==> src/rtl/brushless_pkg.sv <==
// Shared types and the commutation lookup for the BLDC commutation controller.
package brushless_pkg;

  typedef enum logic [1:0] {
    SEL_HIZ   = 2'b00,
    SEL_REV   = 2'b01,
    SEL_FWD   = 2'b10,
    SEL_REGEN = 2'b11
  } sel_t;

  typedef enum logic [1:0] {
    ST_IDLE,
    ST_RUN,
    ST_BRAKE,
    ST_FAULT
  } cmt_state_t;

  typedef struct packed {
    sel_t grn;
    sel_t ylw;
    sel_t blu;
  } sel_set_t;

  function automatic logic sect_valid(input logic [2:0] sect);
    return (sect != 3'b000) && (sect != 3'b111);
  endfunction

  function automatic sel_t swap_dir(input sel_t s);
    case (s)
      SEL_REV: return SEL_FWD;
      SEL_FWD: return SEL_REV;
      default: return s;
    endcase
  endfunction

  // Forward table; reverse is the same with REV/FWD exchanged on every coil.
  function automatic sel_set_t cmt_lookup(input logic [2:0] sect, input logic dir);
    sel_set_t s;
    case (sect)
      3'b001:  s = '{SEL_HIZ, SEL_REV, SEL_FWD};
      3'b010:  s = '{SEL_REV, SEL_FWD, SEL_HIZ};
      3'b011:  s = '{SEL_REV, SEL_HIZ, SEL_FWD};
      3'b100:  s = '{SEL_FWD, SEL_HIZ, SEL_REV};
      3'b101:  s = '{SEL_FWD, SEL_REV, SEL_HIZ};
      3'b110:  s = '{SEL_HIZ, SEL_FWD, SEL_REV};
      default: s = '{SEL_HIZ, SEL_HIZ, SEL_HIZ};
    endcase
    if (!dir) begin
      s.grn = swap_dir(s.grn);
      s.ylw = swap_dir(s.ylw);
      s.blu = swap_dir(s.blu);
    end
    return s;
  endfunction

endpackage

==> src/rtl/hall_filt.sv <==
// Hall sensor synchroniser and deglitch filter; h_f only follows vectors held
// stable for FILT_CNT clocks, with a one-clock accept pulse on each change.
module hall_filt #(
  parameter int unsigned FILT_CNT = 4
) (
  input  logic       clk,
  input  logic       rst_n,
  input  logic [2:0] h_raw,
  output logic [2:0] h_f,
  output logic       accept,
  output logic       h_vld
);

  localparam int unsigned CNT_W = (FILT_CNT > 1) ? $clog2(FILT_CNT) : 1;
  localparam logic [CNT_W-1:0] CNT_LAST = CNT_W'(FILT_CNT - 1);

  logic [2:0]       sync1_q, sync1_d, sync2_q, sync2_d;
  logic [2:0]       cand_q, cand_d, hf_q, hf_d;
  logic [CNT_W-1:0] cnt_q, cnt_d;
  logic             acc_q, acc_d, vld_q, vld_d;

  always_comb begin
    sync1_d = h_raw;
    sync2_d = sync1_q;
    cand_d  = cand_q;
    cnt_d   = cnt_q;
    hf_d    = hf_q;
    acc_d   = 1'b0;
    vld_d   = vld_q;
    if (sync2_q != cand_q) begin
      cand_d = sync2_q;
      cnt_d  = '0;
    end else if (cnt_q != CNT_LAST) begin
      cnt_d = cnt_q + 1'b1;
    end
    if ((cnt_q == CNT_LAST) && (cand_q != hf_q)) begin
      hf_d  = cand_q;
      acc_d = 1'b1;
      vld_d = 1'b1;
    end
  end

  always_ff @(posedge clk or negedge rst_n) begin
    if (!rst_n) begin
      sync1_q <= '0;
      sync2_q <= '0;
      cand_q  <= '0;
      cnt_q   <= '0;
      hf_q    <= '0;
      acc_q   <= 1'b0;
      vld_q   <= 1'b0;
    end else begin
      sync1_q <= sync1_d;
      sync2_q <= sync2_d;
      cand_q  <= cand_d;
      cnt_q   <= cnt_d;
      hf_q    <= hf_d;
      acc_q   <= acc_d;
      vld_q   <= vld_d;
    end
  end

  assign h_f    = hf_q;
  assign accept = acc_q;
  assign h_vld  = vld_q;

endmodule

==> src/rtl/brushless_cmt.sv <==
// BLDC commutation controller: sector latch, run/brake/fault FSM, coil select,
// duty word and commutation-period measurement.
module brushless_cmt
  import brushless_pkg::*;
#(
  parameter int unsigned       DRV_W      = 12,
  parameter int unsigned       DUTY_W     = 11,
  parameter int unsigned       FILT_CNT   = 4,
  parameter logic [DUTY_W-1:0] BRAKE_DUTY = 11'h600,
  parameter int unsigned       PER_W      = 16
) (
  input  logic              clk,
  input  logic              rst_n,
  input  logic              hallGrn,
  input  logic              hallYlw,
  input  logic              hallBlu,
  input  logic              en,
  input  logic              dir,
  input  logic              brake_n,
  input  logic              PWM_synch,
  input  logic [DRV_W-1:0]  drv_mag,
  output logic [DUTY_W-1:0] duty,
  output logic [1:0]        selGrn,
  output logic [1:0]        selYlw,
  output logic [1:0]        selBlu,
  output logic [PER_W-1:0]  comm_period,
  output logic              comm_vld,
  output logic              fault
);

  localparam logic [DUTY_W-1:0] DUTY_MID = {1'b1, {(DUTY_W-1){1'b0}}};
  localparam sel_set_t SEL_OFF = '{SEL_HIZ, SEL_HIZ, SEL_HIZ};
  localparam sel_set_t SEL_BRK = '{SEL_REGEN, SEL_REGEN, SEL_REGEN};

  logic [2:0]        h_f;
  logic              accept, h_vld;
  logic [DUTY_W-1:0] duty_run;
  logic              drv_lsb_unused;

  cmt_state_t        state_q, state_d;
  logic [2:0]        sect_q, sect_d;
  logic              sect_vld_q, sect_vld_d;
  sel_set_t          sel_q, sel_d;
  logic [DUTY_W-1:0] duty_q, duty_d;
  logic [PER_W-1:0]  pcnt_q, pcnt_d, pcnt_inc;
  logic [PER_W-1:0]  comm_period_q, comm_period_d;
  logic              comm_vld_q, comm_vld_d, fault_q, fault_d;
  logic              stall, sect_bad;

  hall_filt #(.FILT_CNT(FILT_CNT)) u_hall_filt (
    .clk    (clk),
    .rst_n  (rst_n),
    .h_raw  ({hallGrn, hallYlw, hallBlu}),
    .h_f    (h_f),
    .accept (accept),
    .h_vld  (h_vld)
  );

  assign duty_run       = {1'b0, drv_mag[DRV_W-1:2]} + DUTY_MID;
  assign drv_lsb_unused = ^drv_mag[1:0];

  always_comb begin
    sect_d     = PWM_synch ? h_f : sect_q;
    sect_vld_d = sect_vld_q | (PWM_synch & h_vld);
    stall      = (pcnt_q == '1);
    pcnt_inc   = stall ? pcnt_q : pcnt_q + 1'b1;
    // Period latches the incremented count so the clearing clock is included.
    pcnt_d        = accept ? '0 : pcnt_inc;
    comm_period_d = accept ? pcnt_inc : comm_period_q;
    comm_vld_d    = accept;
    // The power-up all-zero sector is not a fault until a real sector is latched.
    sect_bad = sect_vld_q & ~sect_valid(sect_q);

    state_d = state_q;
    unique case (state_q)
      ST_IDLE:  if (en) state_d = brake_n ? ST_RUN : ST_BRAKE;
      ST_RUN:   if (!en) state_d = ST_IDLE;
                else if (sect_bad || stall) state_d = ST_FAULT;
                else if (!brake_n) state_d = ST_BRAKE;
      ST_BRAKE: if (!en) state_d = ST_IDLE;
                else if (brake_n) state_d = ST_RUN;
      ST_FAULT: if (!en) state_d = ST_IDLE;
    endcase
    fault_d = (state_d == ST_FAULT);

    sel_d  = sel_q;
    duty_d = duty_q;
    if ((state_d == ST_IDLE) || (state_d == ST_FAULT)) begin
      sel_d  = SEL_OFF;
      duty_d = '0;
    end else if (PWM_synch) begin
      if (state_d == ST_BRAKE) begin
        sel_d  = SEL_BRK;
        duty_d = BRAKE_DUTY;
      end else begin
        sel_d  = cmt_lookup(sect_d, dir);
        duty_d = sect_valid(sect_d) ? duty_run : '0;
      end
    end
  end

  always_ff @(posedge clk or negedge rst_n) begin
    if (!rst_n) begin
      state_q       <= ST_IDLE;
      sect_q        <= '0;
      sect_vld_q    <= 1'b0;
      sel_q         <= SEL_OFF;
      duty_q        <= '0;
      pcnt_q        <= '0;
      comm_period_q <= '0;
      comm_vld_q    <= 1'b0;
      fault_q       <= 1'b0;
    end else begin
      state_q       <= state_d;
      sect_q        <= sect_d;
      sect_vld_q    <= sect_vld_d;
      sel_q         <= sel_d;
      duty_q        <= duty_d;
      pcnt_q        <= pcnt_d;
      comm_period_q <= comm_period_d;
      comm_vld_q    <= comm_vld_d;
      fault_q       <= fault_d;
    end
  end

  assign selGrn      = sel_q.grn;
  assign selYlw      = sel_q.ylw;
  assign selBlu      = sel_q.blu;
  assign duty        = duty_q;
  assign comm_period = comm_period_q;
  assign comm_vld    = comm_vld_q;
  assign fault       = fault_q;

endmodule
==> config.mk <==
export PLATFORM = sky130hd
export DESIGN_NAME = brushless_cmt
export DESIGN_NICKNAME = d
export VERILOG_FILES = /design/src/rtl/brushless_pkg.sv /design/src/rtl/hall_filt.sv /design/src/rtl/brushless_cmt.sv
export SDC_FILE = /design/constraint.sdc
export NUM_CORES = 1
export LEC_CHECK = 0
export BUFFER_PORTS_ARGS = -buffer_cell sky130_fd_sc_hd__buf_2
export CAP_MARGIN = 30
export CORE_ASPECT_RATIO = 1.75
export CORE_MARGIN = 10
export CORE_UTILIZATION = 50
export DETAILED_ROUTE_END_ITERATION = 6
export PLACE_DENSITY = 0.78
export SETUP_SLACK_MARGIN = 0.02
export SLEW_MARGIN = 10
export SYNTH_ARGS = -nofsm -noshare
export SYNTH_HDL_FRONTEND = slang
export SYNTH_SLANG_ARGS = --single-unit
==> constraint.sdc <==
create_clock -name clk -period 6.31 [get_ports clk]
set_clock_uncertainty 0.05 [all_clocks]
set_input_delay 1.262 -clock clk [delete_from_list [all_inputs] [get_ports clk]]
set_output_delay 1.262 -clock clk [all_outputs]
set_load 0.1 [all_outputs]
==> summary.txt, run 1 <==
Timing
  • Setup WS post-layout: 2900 ps
  • Final hold violations: 0
  • Final Max Tran Viols: 0
  • Final Critical Period: 3410 ps
  • Setup TNS: 0 ps
  • Unrepaired setup endpoints after global routing: false
  • Measured slew at the worst slew-check pin: 748 ps
  • Final period util: between 50% and 60%
  • Max Clk Rate: 294 MHz
  • # setup viols final: 0
  • Slew headroom: between 40% and 50%

Clock tree
  • PostCTS Resize Cnt: 0
  • H-tree depth: 3
  • Worst skew pair latency: 340 ps
  • Clk buf depth: 2
  • Clk slew on worst S/H paths: 70 ps
  • Post CTS Setup Buffer Count: 0
  • Root Driver: clkbuf_8
  • Hold buffer count at cts: 0
  • Cts bufs inserted: 9
  • CTS Sinks: 73
  • TritonCTS clock tree: done

Final layout
  • Fin nets: between 300 and 400
  • Layout cell share with drive strength beyond 1: 26.3%
  • Layout area overhead: 17.1%
  • Commonest non-fill, non-tap cell in the layout: dfrtp_1
  • Ant diodes: 0
  • Most frequent cells in the layout: 73 x dfrtp_1, 53 x buf_2, 42 x nor2_1
  • Post-route cell area: between 3000 and 4000 um^2
  • Non-Filler Instances: 405

Floorplanning
  • Core area: 5930 um^2
  • Cell Rows: 37
  • Ports: 56
  • Initial Utilization: 51.6%
  • Die Y: ~120 um
  • Die W: between 70 and 80 um
  • Die area: 9770 um^2

Power and ir drop
  • Maximum vdd ir drop: about 210 uV
  • Power, Total: 1240 uW
  • Power per cell area: between 300 and 400 nW/um^2
  • Leakage: 0.00178 uW

Drt
  • Avg WL per Cell: 14.9 um
  • Vias: 2125
  • Initial DRC count: 127
  • Via density: between 5 and 6
  • Drt total wl: 6.03 mm
  • Routed Antenna Nets: 0
  • DR pass1 iterations: 4
  • DRC: 0

Worst setup path
  • Worst EP required: approximately 6500 ps
  • CP Class: reg2reg
  • Worst-path maximum fanout: 14
  • Critical Path Sink Type: flip-flop
  • CP arrival: 3630 ps
  • Crit path launch type: flip-flop

Placed design
  • Dpl cell area: 3370 um^2
  • Detailed placement HPWL: between 4 and 5 mm
  • Placed cells: between 300 and 400
  • Pre-CTS setup slack: slightly below 3000 ps
  • RD Place Congestion: 0.913
  • IO Port Bufs: 53

Global routing
  • Total GRT Usage: 12.7%
  • Largest net degree at the start of global routing: 74
  • Grt ovf: 0
  • Initial antenna violation count: 0
  • Vias in the first global route: ~2200
  • First-pass GRT wire length: a little under 10 mm

Logic synthesis
  • Syn avg cell area: 11.3 um^2
  • Syn Nets: roughly 300
  • Synth Warn #: 0
  • Synthesized flop and latch total: 73
  • Synth Instances: 271
  • Register area share after synthesis: approximately 60%
  • Post-synth cell types: 41
  • Cell area after synthesis: just over 3000 um^2

Job
  • Max-cap violations: 0

Min path
  • Min-delay worst type: reg2reg

Run status
  • Status: finished clean
logic make-up after synthesis:
| logic type | synth area share [%] |
|---|---|
| mux | 4.46 |
| buf+inv | 3.23 |
| simple gates | 13.7 |
| flops | 59.7 |
| fa+ha+maj | 1.64 |
| compound gates | 11.8 |
| xor+xnor | 5.44 |
critical path: stages, from the launching register on:
cell,delay (ps)
dfrtp_1,410
ha_1,210
nand3_2,120
nor4_4,720
nand2_2,210
a21boi_2,240
o21ai_0,110
ha_1,190
nand2b_1,300
nor4_4,570
a22o_1,210
state kept, by name, summed over array words and instances, names as in the netlist, 2 cells and up:
name / cells
comm_period: 16
duty: 11
pcnt_q: 16
sect_q: 3
selBlu: 2
selGrn: 2
selYlw: 2
state_q: 2
u_hall_filt.cand_q: 3
u_hall_filt.cnt_q: 2
u_hall_filt.h_f: 3
u_hall_filt.sync1_q: 3
u_hall_filt.sync2_q: 3
layout make-up:
type / instances / area, um^2
fillers: 535 / 2340
flip-flops and latches: 73 / 1830
multi-input cells: 174 / 1130
repair buffers: 56 / 308
clock buffers: 9 / 124
well taps: 78 / 97.6
clock inverters: 6 / 60.1
inverters: 9 / 33.8
Yosys cell counts, drive strengths merged:
master   instances  area share (%)
xnor2           15             4.3
buf              4            0.78
o21ai            5            0.82
clkbuf          11             1.3
a31oi            2            0.41
a21oi           24             3.9
mux2i            8             2.6
o22ai            7             1.4
o21a             2            0.49
and3             1            0.20
or2              2            0.41
nand2b           1            0.20
inv              9             1.1
dfrtp           73              60
and2             1            0.20
a211oi           2            0.49
ha               4             1.6
o31a             1            0.29
nor4b            1            0.49
nor4             4             1.8
nand3           12             2.3
nand2            9             1.2
mux2             5             1.8
nor2            42             5.2
a22o             9             2.6
a2111oi          1            0.49
nor3             5            0.98
nand4            2            0.41
xor2             4             1.1
a21boi           2            0.61
nor2b            1            0.20
or3              1            0.20
a21o             1            0.25
metrics by stage:
stage | util, % | hold slack, ps
5_1_grt | 60.5 | 316
3_3_place_gp | 56.9 | 282
4_1_cts | 60.0 | 310
6_report | 60.5 | 304
2_1_floorplan | - | 281
3_5_place_dp | 56.9 | 286
layer usage:
layer  up-vias  GRT usage, %  part of all wire (%)
met2        51          21.9                    55
met5         -             0                     0
met3         9          4.58                   5.4
li1       1038             -                     -
met4         0          7.21                   1.5
met1      1027          13.1                    38
where the power goes:
group / internal [uW] / total [uW] / switching, uW / leakage, uW
Combinational: 83.1 / 334 / 251 / 0.000720
Clock: 178 / 340 / 162 / 0.0000909
Sequential: 522 / 565 / 43.4 / 0.000967
Total: 783 / 1240 / 456 / 0.00178
path summary, 6_finish.rpt:
kind                                   startpoint                endpoint  slack [ps]  cells past startpoint
hold / removal             u_hall_filt.sync1_q[0]  u_hall_filt.sync2_q[0]         300                      0
max in group asynchronous                   rst_n                 duty[1]        4870                      3
setup reg to reg                        pcnt_q[0]                 duty[4]        2900                     10
hold reg to reg            u_hall_filt.sync1_q[0]  u_hall_filt.sync2_q[0]         300                      0
setup / recovery                        pcnt_q[0]                 duty[4]        2900                     10
min in group asynchronous                   rst_n  u_hall_filt.sync2_q[2]         810                      2
(Power assumes the default switching activity.)
==> inputs of run 2 (changes only) <==
Clock period 6.31 ns to 3.3 ns, I/O delays scaled along.
==> summary.txt, run 2 (synthesized netlist as in run 1, its figures left out) <==
Timing
  • Final hold violations: 0 (unchanged)
  • Max Clk Rate: 344 MHz (+17%)
  • Final period util: 88.1% (+34 points)
  • Setup TNS: 0 ps (unchanged)
  • # setup viols final: 0 (unchanged)
  • Measured slew at the worst slew-check pin: 768 ps (+20.5 ps)
  • Final Critical Period: 2910 ps (-499 ps)
  • Slew headroom: 48.8% (-0.99 points)
  • Final Max Tran Viols: 0 (unchanged)
  • Unrepaired setup endpoints after global routing: false

Floorplanning
  • Cell Rows: 37 (unchanged)
  • Die area: 9770 um^2 (unchanged)
  • Initial Utilization: 51.6% (unchanged)
  • Core area: 5930 um^2 (unchanged)
  • Die W: 79.1 um (unchanged)
  • Ports: 56 (unchanged)
  • Die Y: 123 um (unchanged)

Drt
  • Routed Antenna Nets: 0 (unchanged)
  • DR pass1 iterations: 4 (unchanged)
  • Via density: 5.23 (-0.34%)
  • Initial DRC count: 182 (+43%)
  • DRC: 0 (unchanged)
  • Drt total wl: 5.95 mm (-1.3%)
  • Avg WL per Cell: 14.6 um (-1.6%)
  • Vias: 2123 (-0.094%)

Worst setup path
  • CP Launch Point: pcnt_q[0]
  • Worst reg2reg startpoint: pcnt_q[0]
  • Reg-to-reg setup timing slack: 390 ps (-2510 ps)
  • Critical Path Sink Type: flip-flop
  • Worst EP required: 3530 ps (-3010 ps)
  • CP arrival: 3140 ps (-490 ps)
  • CP Class: reg2reg
  • Crit path launch type: flip-flop
  • Worst-path maximum fanout: 9 (-5)

Final layout
  • Core Util, Final: 60.2% (-0.23 points)
  • Commonest non-fill, non-tap cell in the layout: dfrtp_1
  • Layout area overhead: 16.7%
  • Fin nets: 349 (+0.29%)
  • Ant diodes: 0 (unchanged)
  • Most frequent cells in the layout: 73 x dfrtp_1, 53 x buf_2, 42 x nor2_1
  • Layout cell share with drive strength beyond 1: 26.5% (+0.22 points)

Clock tree
  • H-tree depth: 3 (unchanged)
  • Post CTS Setup Buffer Count: 0 (unchanged)
  • CTS Sinks: 73 (unchanged)
  • Hold buffer count at cts: 0 (unchanged)
  • PostCTS Resize Cnt: 0 (unchanged)
  • TritonCTS clock tree: done
  • Worst skew pair latency: 340 ps (about the same)
  • Root Driver: clkbuf_8
  • Clk slew on worst S/H paths: 70 ps (about the same)
  • Clk buf depth: 2 (unchanged)
  • Cts bufs inserted: 9 (unchanged)

Global routing
  • Largest net degree at the start of global routing: 44 (-41%)
  • Vias in the first global route: 2087 (-3.6%)
  • Total GRT Usage: 12.6% (-0.12 points)
  • Grt ovf: 0 (unchanged)
  • First-pass GRT wire length: 9.70 mm (-0.64%)
  • Initial antenna violation count: 0 (unchanged)

Power and ir drop
  • Maximum vdd ir drop: 460 uV (+120%)
  • Power per cell area: 651 nW/um^2 (+88%)
  • Leakage: 0.00177 uW (-0.44%)

Min path
  • Min-delay worst type: in2async

Run status
  • Status: finished clean

Placed design
  • IO Port Bufs: 53 (unchanged)
  • RD Place Congestion: 0.868 (-5.0%)
  • Detailed placement HPWL: 4.34 mm (+0.97%)

Job
  • Max-cap violations: 0 (unchanged)
==> run 2: path summary, 6_finish.rpt <==
path	to	cells after the start
max reg2reg	duty[4]	10
min in group clk	u_hall_filt.sync2_q[2]	0
min reg2reg	u_hall_filt.sync2_q[2]	0
max in group asynchronous	sect_q[0]	2
max	duty[4]	10
min	u_hall_filt.sync1_q[1]	1
==> run 2: through the flow <==
step	hold WS (ps)	area (um^2)	total power, uW	worst slack, ps	instances
global placement	282	3400	1730	489	391
floorplan	281	3060	1600	486	271
finish	300	3570	2320	392	406
CTS	303	3570	2350	392	406
global route	313	3570	2440	169	406
detailed placement	286	3400	1740	416	391
==> run 2: layout make-up <==
| type | instances | area (um^2) |
|---|---|---|
| Fill cell | 539 | 2360 |
| Sequential cell | 73 | 1830 |
| Multi-Input combinational cell | 174 | 1130 |
| Timing Repair Buffer | 57 | 308 |
| Clock buffer | 10 | 138 |
| Tap cell | 78 | 97.6 |
| Inverter | 9 | 33.8 |
| Clock inverter | 5 | 32.5 |
==> run 2: worst max-delay path, cell delays in order, from the launching register on <==
cell,delay [ps]
dfrtp_1,410
ha_1,210
nand3_2,120
nor4_4,320
nand2_2,150
a21boi_2,200
o21ai_0,100
ha_1,190
nand2b_1,310
nor4_4,580
a22o_1,200
==> run 2: power breakdown <==
part / total (uW) / internal [uW] / switching [uW]
clock network: 607 / 286 / 321
logic: 636 / 158 / 479
registers: 1080 / 998 / 82.5
==> run 2: routing by layer <==
layer,global-route usage [%],part of all wire [%]
met1,12.9,39
met2,21.8,53
met3,4.80,5.2
met4,6.53,2.9
met5,0,0
